[src/rtl/req_encoder_seq_if.sv]
// Handshake bundle for req_encoder_seq: request capture on one side, one encoded index per accept on the other.
interface req_encoder_seq_if #(
  parameter int WIDTH = 32,
  parameter int IDX_W = 5
);
  logic [WIDTH-1:0] iReq;
  logic             iLoad;
  logic             iReady;
  logic [IDX_W-1:0] oIndex;
  logic             oValid;
  logic             oBusy;
  logic             oDone;
  logic [IDX_W:0]   oCount;

  modport master (
    output iReq, iLoad, iReady,
    input  oIndex, oValid, oBusy, oDone, oCount
  );

  modport slave (
    input  iReq, iLoad, iReady,
    output oIndex, oValid, oBusy, oDone, oCount
  );
endinterface

[src/rtl/req_encoder_seq.sv]
// Sequential priority encoder: captures a request vector, then emits the index of every
// pending line, one per accepted handshake, and pulses oDone when the set is exhausted.
module req_encoder_seq #(
  parameter int WIDTH      = 32,
  parameter int IDX_W      = 5,
  parameter int ACTIVE_LOW = 1,
  parameter int HIGH_FIRST = 0
) (
  input logic               clk,
  input logic               rst,
  req_encoder_seq_if.slave  bus
);

  typedef enum logic [1:0] {IDLE, EMIT, DONE} state_t;

  state_t           state_q, state_d;
  logic [WIDTH-1:0] pend_q, pend_d;
  logic [IDX_W-1:0] index_q, index_d;
  logic             valid_q, valid_d;
  logic             busy_q, busy_d;
  logic             done_q, done_d;
  logic [IDX_W:0]   count_q, count_d;

  logic [WIDTH-1:0] load_pend;
  logic [WIDTH-1:0] remaining;

  function automatic logic [IDX_W-1:0] prio_idx(input logic [WIDTH-1:0] v);
    logic [IDX_W-1:0] idx;
    idx = '0;
    if (HIGH_FIRST != 0) begin
      for (int i = 0; i < WIDTH; i++) if (v[i]) idx = IDX_W'(i);
    end else begin
      for (int i = WIDTH - 1; i >= 0; i--) if (v[i]) idx = IDX_W'(i);
    end
    return idx;
  endfunction

  function automatic logic [IDX_W:0] popcount(input logic [WIDTH-1:0] v);
    logic [IDX_W:0] cnt;
    cnt = '0;
    for (int i = 0; i < WIDTH; i++) cnt = cnt + (IDX_W+1)'(v[i]);
    return cnt;
  endfunction

  assign load_pend = (ACTIVE_LOW != 0) ? ~bus.iReq : bus.iReq;
  // The line currently presented is the one retired on accept.
  assign remaining = pend_q & ~(WIDTH'(1) << index_q);

  always_comb begin
    state_d = state_q;
    pend_d  = pend_q;
    index_d = index_q;
    valid_d = valid_q;
    busy_d  = busy_q;
    count_d = count_q;
    done_d  = 1'b0;
    case (state_q)
      IDLE: begin
        if (bus.iLoad) begin
          pend_d  = load_pend;
          count_d = popcount(load_pend);
          busy_d  = 1'b1;
          if (load_pend != '0) begin
            state_d = EMIT;
            valid_d = 1'b1;
            index_d = prio_idx(load_pend);
          end else begin
            state_d = DONE;
            done_d  = 1'b1;
          end
        end
      end
      EMIT: begin
        if (valid_q && bus.iReady) begin
          pend_d = remaining;
          if (remaining != '0) begin
            index_d = prio_idx(remaining);
          end else begin
            state_d = DONE;
            valid_d = 1'b0;
            done_d  = 1'b1;
          end
        end
      end
      DONE: begin
        state_d = IDLE;
        busy_d  = 1'b0;
      end
      default: begin
        state_d = IDLE;
        valid_d = 1'b0;
        busy_d  = 1'b0;
      end
    endcase
  end

  always_ff @(posedge clk) begin
    if (rst) begin
      state_q <= IDLE;
      pend_q  <= '0;
      index_q <= '0;
      valid_q <= 1'b0;
      busy_q  <= 1'b0;
      done_q  <= 1'b0;
      count_q <= '0;
    end else begin
      state_q <= state_d;
      pend_q  <= pend_d;
      index_q <= index_d;
      valid_q <= valid_d;
      busy_q  <= busy_d;
      done_q  <= done_d;
      count_q <= count_d;
    end
  end

  assign bus.oIndex = index_q;
  assign bus.oValid = valid_q;
  assign bus.oBusy  = busy_q;
  assign bus.oDone  = done_q;
  assign bus.oCount = count_q;

endmodule

[src/flat_wrapper.sv]
// flat-port wrapper written by rule: the top's interface ports become plain ports
module req_encoder_seq_flat 
#(
  parameter int WIDTH      = 32,
  parameter int IDX_W      = 5,
  parameter int ACTIVE_LOW = 1,
  parameter int HIGH_FIRST = 0
)
  (clk, rst, bus_iReq, bus_iLoad, bus_iReady, bus_oIndex, bus_oValid, bus_oBusy, bus_oDone, bus_oCount);
  req_encoder_seq_if #(.WIDTH(WIDTH), .IDX_W(IDX_W)) bus_i ();
  input logic clk;
  input logic rst;
  input wire logic [$bits(bus_i.iReq)-1:0] bus_iReq;
  input wire logic [$bits(bus_i.iLoad)-1:0] bus_iLoad;
  input wire logic [$bits(bus_i.iReady)-1:0] bus_iReady;
  output wire logic [$bits(bus_i.oIndex)-1:0] bus_oIndex;
  output wire logic [$bits(bus_i.oValid)-1:0] bus_oValid;
  output wire logic [$bits(bus_i.oBusy)-1:0] bus_oBusy;
  output wire logic [$bits(bus_i.oDone)-1:0] bus_oDone;
  output wire logic [$bits(bus_i.oCount)-1:0] bus_oCount;
  assign bus_i.iReq = bus_iReq;
  assign bus_i.iLoad = bus_iLoad;
  assign bus_i.iReady = bus_iReady;
  assign bus_oIndex = bus_i.oIndex;
  assign bus_oValid = bus_i.oValid;
  assign bus_oBusy = bus_i.oBusy;
  assign bus_oDone = bus_i.oDone;
  assign bus_oCount = bus_i.oCount;
  req_encoder_seq #(.WIDTH(WIDTH), .IDX_W(IDX_W), .ACTIVE_LOW(ACTIVE_LOW), .HIGH_FIRST(HIGH_FIRST)) u_core (.clk(clk), .rst(rst), .bus(bus_i));
endmodule
[config.mk]
export PLATFORM = sky130hd
export DESIGN_NAME = req_encoder_seq_flat
export DESIGN_NICKNAME = d
export VERILOG_FILES = /design/src/rtl/req_encoder_seq_if.sv /design/src/rtl/req_encoder_seq.sv /design/src/flat_wrapper.sv
export SDC_FILE = /design/constraint.sdc
export NUM_CORES = 1
export LEC_CHECK = 0
export CAP_MARGIN = 30
export CORE_UTILIZATION = 35
export DETAILED_ROUTE_END_ITERATION = 6
export GPL_TIMING_DRIVEN = 0
export HOLD_SLACK_MARGIN = 0.02
export MAX_ROUTING_LAYER = met4
export PLACE_DENSITY = 0.53
export SKIP_LAST_GASP = 1
export SYNTH_ARGS = -nofsm -noshare
export SYNTH_HDL_FRONTEND = slang
export SYNTH_SLANG_ARGS = --single-unit
[constraint.sdc]
create_clock -name clk -period 15.7 [get_ports clk]
set_clock_uncertainty 0.1 [all_clocks]
set_input_delay 2.355 -clock clk [delete_from_list [all_inputs] [get_ports clk]]
set_output_delay 2.355 -clock clk [all_outputs]
set_load 0.01 [all_outputs]
* Word level (Yosys, flattened, before mapping) *
Cells that the tools add are included.

storage, ports and cells
  output and inout port bits = 14
  register bits = 48
  word-level logic and storage cells = 151
  input port bits = 36

cells by class
  equal/unequal tests = 7
  shift operators = 1
  reduce and logical (&&, ||, !) cells = 11
  mux-type cells = 89
  add/sub/neg operators = 31
  bitwise logic cells = 5

operator list
  cell                                                                   number
  5-bit 2-to-1 mux                                                       68
  6-bit by 1-bit adder with 6-bit output                                 30
  32-bit 2-to-1 mux                                                      2
  32-bit inverter                                                        2
  32-bit one-hot mux with 2 select lines                                 1
  32-bit nonzero test                                                    2
  32-bit AND                                                             1
  1-bit by 5-bit left shift with 32-bit output, first input constant     1
  5-bit one-hot mux with 2 select lines                                  1
  5-bit AND reduction                                                    2
  1-bit 2-to-1 mux                                                       9
  2-bit 2-to-1 mux                                                       4
  2-bit by 1-bit != test with 1-bit output, second input constant        3
  3-bit AND reduction                                                    2
  2-bit != test, second input constant                                   2
  1-bit one-hot mux with 2 select lines                                  2
  2-bit one-hot mux with 2 select lines                                  1
  2-bit AND reduction                                                    2
  1-bit one-hot mux with 3 select lines                                  1
  1-bit by 1-bit adder with 2-bit output                                 1
  2-bit by 1-bit equality test with 1-bit output, second input constant  1
  2-bit equality test, second input constant                             1
  2-bit zero test                                                        1
  1-bit inverter                                                         2
  2 further kinds                                                        2

* Longest topological paths before layout *
Gate-level depths: netlist (run 1).

  word-level depth = 38
  gate-level depth with buffers = 16
  gate-level depth less buffers = 16

* Worst setup path after synthesis (run 1) *
OpenSTA, ideal clock, no wires.

  path type = input to register
  start point = input port bus_iReq[0]
  end point = register u_core.count_q[4] (netlist: u_core.bus.oCount[4])
  buffers on the path = 0
  data required time = 15529 ps
  cell stages on the path = 15
  arrival = 7038 ps
  slack = 8491 ps
  setup time = 71 ps
  cell sequence = inv_1 -> ha_1 -> fa_1 -> fa_1 -> fa_1 -> fa_1 -> fa_1 -> fa_1 -> fa_1 -> fa_1 -> a21o_1 -> a21oi_1 -> xnor2_1 -> nand2_1 -> a21oi_1

on the way
  longest elaborated chain between the ends = 32

ends and longest elaborated chain
  element                                                RTL line                source
  start: declaration                                     flat_wrapper.sv:13      input wire logic [$bits(bus_i.iReq)-1:0] bus_iReq;
  32-bit inverter                                        req_encoder_seq.sv:45   assign load_pend = (ACTIVE_LOW != 0) ? ~bus.iReq : bus.iReq;
  1-bit by 1-bit adder with 2-bit output                 req_encoder_seq.sv:41   for (int i = 0; i < WIDTH; i++) cnt = cnt + (IDX_W+1)'(v[i]);
  6-bit by 1-bit adder with 6-bit output (30 in series)  req_encoder_seq.sv:41
  end signal: assignment                                 req_encoder_seq.sv:113  count_q <= count_d;
  end: declaration                                       req_encoder_seq.sv:22   logic [IDX_W:0] count_q, count_d;

No other way between the ends.
A chain may end at the register's enable or synchronous reset.

* Final worst setup path (run 1) *
  start point = input port bus_iReq[1]
  end point = register u_core.count_q[4] (netlist: u_core.bus.oCount[4])

Same word-level chain as after synthesis.

==> impl_metrics.json, run 1 <==
{
  "first_pass_iters": 7,
  "max-vdd-ir-drop_mv": 0.194,
  "die_w_um": 107,
  "p_int_uw": 357,
  "status": "completed",
  "final_nets": 640,
  "ant_nets": 0,
  "worst_slew_margin_rel_pct": 58.0,
  "final_cells": 712,
  "reg2reg_setup_slack_ns": 12.76,
  "multi_input_area_mm2": 0.00267,
  "vias": 4125,
  "p_sw_share_pct": 41.8,
  "dp_hpwl_mm": 10.8,
  "overflow": 0,
  "first_global_vias": 3908,
  "final_max_slew_viol_count": 0,
  "drv_cap": 0,
  "insertion_delay_ns": 0.31,
  "r2r_cells": 8,
  "antenna_cells": 0,
  "drtIter0Drc": 334,
  "grt_pass1_wl_mm": 20.8,
  "grt_max_degree": 15,
  "ys_warn_count": 0,
  "leakage_uw": 0.00174,
  "post_route_cells_drive_above_1_share_pct": 2.45,
  "power.share.combinational_pct": 61.0,
  "die_area_mm2": 0.0115,
  "crit_fanout": 5,
  "final_common_cell": "nor2_1",
  "synth_nets": 585,
  "pin_count": 50,
  "cts_tree": "done",
  "cp.required_ns": 15.84,
  "syn_area_per_cell_um2": 7.53,
  "clock_path_buffers": 2,
  "synthArstFlopShare_pct": 0,
  "hold_class": "reg -> reg",
  "post_cts_buffers": 0,
  "cts.sinks": 48,
  "grt_use_total_pct": 24.4,
  "reg2reg_from": "u_core.bus.oIndex[1]",
  "max_freq_mhz": 128,
  "antenna_found_initial": 0,
  "synth.cell_area_mm2": 0.00388,
  "synth_flop_cell": "dfxtp_1",
  "core_mm2": 0.0108,
  "cts-root-buf": "clkbuf_8",
  "synth_edf_count": 0,
  "yosysSeqAreaShare_pct": 24.7,
  "min_from": "u_core.bus.oCount[4]",
  "mostFrequentLayoutCells": "78 x nor2_1, 53 x a21oi_1, 48 x clkdlybuf4s50_1, 48 x dfxtp_1, 39 x inv_1",
  "cp-end-kind": "flop",
  "viasPerCell": 5.79,
  "rsz0062_at_grt": "no",
  "numCtsBuffers": 5,
  "placed_area_mm2": 0.00454,
  "synth-seq-cells": 48,
  "clk_pin_slew_ns": 0.09,
  "hold_viol": 0,
  "p_per_area_mw_per_mm2": 132,
  "htreeDepth": 2,
  "cp.arrival_ns": 7.97,
  "row_count": 38,
  "path_class": "in -> reg",
  "gp_congestion": 0.948,
  "area.growth.synth_to_final_pct": 19.7,
  "io_buffers": 48,
  "cts_resized": 0,
  "setup-tns-final_ns": 0,
  "period_needed_ns": 7.83,
  "die_h_um": 107,
  "ff_latch_area_um2": 961,
  "timing.final.crit_share_pct": 49.9,
  "power_switching_uw": 257,
  "wirelength_mm": 13.3,
  "worst_pin_slew_ns": 0.624,
  "whs_path_depth": 2,
  "syn_inst": 516,
  "startpoint_type": "primary input",
  "seq_power_share_pct": 24.1,
  "rr_endpoint": "u_core.bus.oIndex[0]",
  "fillers": 1132,
  "start_util_pct": 35.8,
  "clock_power_share_pct": 14.9,
  "dp.cells": 704,
  "post_drt_wl_per_cell_um": 18.7,
  "drc": 0,
  "synth_cell_types": 48,
  "min_to": "u_core.bus.oCount[4]",
  "design_area_mm2": 0.00465,
  "finalSetupViolCount": 0,
  "cts_hold_buf": 0
}
## sequential cells by signal, summed over array words and instances (netlist names)
signal,flops
u_core.bus.oIndex,5
u_core.pend_q,32
u_core.bus.oBusy,1
u_core.bus.oCount,6
u_core.bus.oValid,1
u_core.state_q,2
u_core.bus.oDone,1
## critical path, cell delays in order
cell and delay, ns:
clkdlybuf4s50_1 0.59, inv_1 0.11, ha_1 0.30, fa_1 0.50, fa_1 0.57, fa_1 0.45
fa_1 0.50, fa_1 0.57, fa_1 0.45, fa_1 0.42, fa_1 0.42, a21o_1 0.19
a21oi_1 0.16, xnor2_1 0.14, nand2_1 0.08, a21oi_1 0.15
## synthesized netlist by cell type, drive strengths merged, types with 2 or more instances
cell type / instances / area (um^2)
fa: 24 / 480
nor2: 79 / 299
nor2b: 2 / 12.5
o211ai: 2 / 15.0
clkbuf: 25 / 93.8
a22oi: 3 / 22.5
o21a: 12 / 90.1
nand2b: 9 / 56.3
a41oi: 3 / 26.3
or3: 2 / 12.5
o31a: 6 / 52.6
nand2: 35 / 131
nor3: 5 / 25.0
nand3b: 4 / 30.0
o31ai: 5 / 37.5
a221oi: 5 / 43.8
nor4: 9 / 71.3
nand3: 5 / 25.0
or3b: 3 / 26.3
buf: 3 / 13.8
nand4: 18 / 113
dfxtp: 48 / 961
xnor2: 3 / 26.3
a21o: 3 / 22.5
o21bai: 2 / 15.0
inv: 39 / 146
a211oi: 35 / 263
a21oi: 53 / 265
o41a: 2 / 22.5
ha: 9 / 113
o21ai: 42 / 214
a31oi: 9 / 62.6
and2: 3 / 18.8
## area by class of cell
| class | instances | area share, % |
|---|---|---|
| clock buffer | 6 | 1.56 |
| buffer | 28 | 2.32 |
| sequential | 48 | 20.7 |
| clock inverter | 2 | 0.754 |
| inverter | 39 | 3.15 |
| timing repair buffer | 48 | 10.3 |
| multi-input combinational | 401 | 57.4 |
| tap | 140 | 3.77 |
## power by group through the flow
| stage | sequential [uW] | combinational (uW) | clock, uW |
|---|---|---|---|
| 3_5_place_dp | 151 | 375 | 0 |
| 5_1_grt | 150 | 429 | 98.3 |
| 2_1_floorplan | 151 | 274 | 0 |
| 4_1_cts | 148 | 378 | 94.8 |
| 3_3_place_gp | 150 | 374 | 0 |
| 6_report | 148 | 374 | 91.7 |
## layer usage
layer	up-vias	track usage (%)	wire length, um
met5	-	-	0
met4	0	7.63	348
met3	26	2.78	664
met2	133	39.7	6350
met1	2001	31.7	5960
li1	1965	-	-
## worst max path at each step
stage	to	startpoint
4_1_cts	u_core.bus.oCount[4]	bus_iReq[1]
3_5_place_dp	u_core.bus.oCount[4]	bus_iReq[1]
5_1_grt	u_core.bus.oCount[4]	bus_iReq[1]
3_3_place_gp	u_core.bus.oCount[4]	bus_iReq[1]
6_report	u_core.bus.oCount[4]	bus_iReq[1]
2_1_floorplan	u_core.bus.oCount[4]	bus_iReq[0]
## cells by family (layout without fill, tap and decap cells)
group                      Yosys count  count (layout)  share of synthesized area (%)
AOI/OAI and AO/OA                  187             187                           30.8
DFF                                 48              48                           24.7
and+or+nand+nor                    178             178                           22.0
buffers and inverters               67             123                           6.54
xor gates and xnor gates             3               3                          0.677
adders and majority gates           33              33                           15.3
## per-stage QoR
stage / util [%] / power, uW / setup WS, ns / hold WS (ns)
final: 42.9 / 614 / 7.87 / 0.357
after global routing: 42.9 / 677 / 7.67 / 0.385
after CTS: 42.9 / 621 / 7.84 / 0.361
after detailed placement: 41.9 / 526 / 7.52 / 0.346
after global placement: 41.9 / 525 / 7.55 / 0.347
after floorplan: - / 424 / 8.49 / 0.364
Power figures use the tool's default switching activity.
==> run 2, diff against run 1 <==
==> constraint.sdc (replaced) <==
create_clock -name clk -period 7.25 [get_ports clk]
set_clock_uncertainty 0.1 [all_clocks]
set_input_delay 1.0875 -clock clk [delete_from_list [all_inputs] [get_ports clk]]
set_output_delay 1.0875 -clock clk [all_outputs]
set_load 0.01 [all_outputs]
==> results of run 2 <==
The final DEF is identical to that of run 1. Status: completed.
Main changes from that run: setup slack after placement 7.52 ns -> 0.338 ns; setup slack after layout 7.87 ns -> 0.688 ns; register-to-register setup slack 12.76 ns -> 4.31 ns; total power 614 uW -> 1330 uW; worst IR drop on VDD 0.194 mV -> 0.420 mV
==> run 3, diff against run 2 <==
--- a/config.mk
+++ b/config.mk
@@ -7,11 +7,14 @@
 export LEC_CHECK = 0
 export CAP_MARGIN = 30
 export CORE_UTILIZATION = 35
+export CTS_BUF_LIST = sky130_fd_sc_hd__clkbuf_8
+export CTS_CLUSTER_SIZE = 24
 export DETAILED_ROUTE_END_ITERATION = 6
+export DONT_BUFFER_PORTS = 1
 export GPL_TIMING_DRIVEN = 0
 export HOLD_SLACK_MARGIN = 0.02
 export MAX_ROUTING_LAYER = met4
-export PLACE_DENSITY = 0.53
+export PLACE_DENSITY = 0.47
 export SKIP_LAST_GASP = 1
 export SYNTH_ARGS = -nofsm -noshare
 export SYNTH_HDL_FRONTEND = slang
==> run 3 against run 2 <==
Compared with the run above:
- first-iteration DRC count fell by 21%
- die area did not move
- critical endpoint unchanged
- worst setup slack improved by 0.70 ns
==> impl_metrics.json, run 3 (same netlist as run 1, synthesis figures left out) <==
{
  "die_area_mm2": 0.0115,
  "grt_max_degree": 16,
  "final_max_slew_viol_count": 0,
  "antenna_cells": 0,
  "largest_reg_flops": 32,
  "final_nets": 592,
  "post_drt_wl_per_cell_um": 20.7,
  "numCtsBuffers": 5,
  "final_common_cell": "nor2_1",
  "wirelength_mm": 13.7,
  "status": "completed",
  "max_flop_register": "u_core.pend_q",
  "crit_path_max_incr_delay_ns": 0.57,
  "crit_start": "bus_iReq[1]",
  "r2r_cells": 8,
  "insertion_delay_ns": 0.32,
  "htreeDepth": 2,
  "cp.required_ns": 7.40,
  "clk_pin_slew_ns": 0.10,
  "gp_congestion": 0.900,
  "finalPower_uw": 1290,
  "fillers": 1180,
  "finalSetupViolCount": 0,
  "pin_count": 50,
  "overflow": 0,
  "start_util_pct": 35.8,
  "first_global_vias": 3790,
  "grt_use_total_pct": 25.9,
  "path_class": "in -> reg",
  "path_cells": "inv_1 -> ha_1 -> fa_1 -> fa_1 -> fa_1 -> fa_1 -> fa_1 -> fa_1 -> fa_1 -> fa_1 -> a21o_1 -> a21oi_1 -> xnor2_1 -> nand2_1 -> a21oi_1",
  "antenna_found_initial": 0,
  "leakage_uw": 0.00156,
  "worst_pin_slew_ns": 0.751,
  "cts_resized": 0,
  "hold_viol": 0,
  "hold_class": "reg -> reg",
  "viasPerCell": 5.83,
  "min_from": "u_core.pend_q[14]",
  "cp.arrival_ns": 6.01,
  "p_per_area_mw_per_mm2": 309,
  "drv_cap": 0,
  "pre_cts_ws_ns": 0.992,
  "cts_hold_buf": 0,
  "dp_hpwl_mm": 11.1,
  "setup-tns-final_ns": 0,
  "cp-end-kind": "flop",
  "period_needed_ns": 5.86,
  "cts.sinks": 48,
  "core_mm2": 0.0108,
  "post_route_cells_drive_above_1_share_pct": 2.86,
  "cts-root-buf": "clkbuf_8",
  "whs_path_depth": 2,
  "max_freq_mhz": 171,
  "cp_slowest_cell": "fa_1",
  "vias": 3871,
  "fin_util_pct": 38.6,
  "rsz0062_at_grt": "no",
  "drc": 0,
  "io_buffers": 0,
  "area.growth.synth_to_final_pct": 7.64,
  "mostFrequentLayoutCells": "78 x nor2_1, 53 x a21oi_1, 48 x dfxtp_1, 39 x inv_1",
  "ant_nets": 0,
  "worst_slew_margin_rel_pct": 49.4,
  "drtIter0Drc": 263,
  "worst_slack_ns": 1.39,
  "row_count": 38,
  "crit_fanout": 5,
  "cts_tree": "done",
  "first_pass_iters": 5,
  "crit_top_cell": "fa_1",
  "die_w_um": 107,
  "timing.final.crit_share_pct": 80.8,
  "max-vdd-ir-drop_mv": 0.380,
  "startpoint_type": "primary input",
  "post_cts_buffers": 0,
  "reg2reg_from": "u_core.bus.oIndex[1]",
  "grt_pass1_wl_mm": 21.7,
  "die_h_um": 107,
  "clock_path_buffers": 2
}
run 3: power by group:
group	total, uW	internal (uW)	switching [uW]
registers	329	299	30.8
clock network	217	113	104
logic	745	334	412
run 3: final cells by class:
| class | count | area (um^2) | share of cell area [%] |
|---|---|---|---|
| multi-input cells | 401 | 2670 | 63.8 |
| flip-flops and latches | 48 | 961 | 23.0 |
| well taps | 140 | 175 | 4.19 |
| inverters | 39 | 146 | 3.50 |
| plain buffers | 28 | 108 | 2.57 |
| clock buffers | 6 | 82.6 | 1.98 |
| clock inverters | 2 | 38.8 | 0.928 |
run 3: worst max-delay path: cells and delay by family:
kind / cells / cell delay (ns)
adder cells (fa/ha/maj): 9 / 4.14
AO/OA/AOI/OAI: 3 / 0.50
XOR/XNOR: 1 / 0.15
AND/OR/NAND/NOR: 1 / 0.08
buffers and inverters: 1 / 0.04
run 3: metrics by stage:
| stage | cells | hold WS (ns) | cell area (um^2) |
|---|---|---|---|
| floorplan | 516 | 0.364 | 3880 |
| global placement | 656 | 0.382 | 4060 |
| detailed placement | 656 | 0.392 | 4060 |
| CTS | 664 | 0.409 | 4180 |
| global route | 664 | 0.429 | 4180 |
| finish | 664 | 0.409 | 4180 |
run 3: metal layers:
layer,up-vias,global-route usage [%],part of all wire (%)
li1,1879,-,-
met1,1862,33.3,44
met2,103,40.3,47
met3,27,4.30,4.7
met4,0,11.3,3.9
met5,-,-,0
run 3: worst paths after layout:
path	endpoint	slack, ns
worst max-delay path	u_core.bus.oCount[4]	1.39
worst min-delay path	u_core.pend_q[14]	0.41
worst max register to register	u_core.bus.oIndex[0]	4.16
worst min register to register	u_core.pend_q[14]	0.41
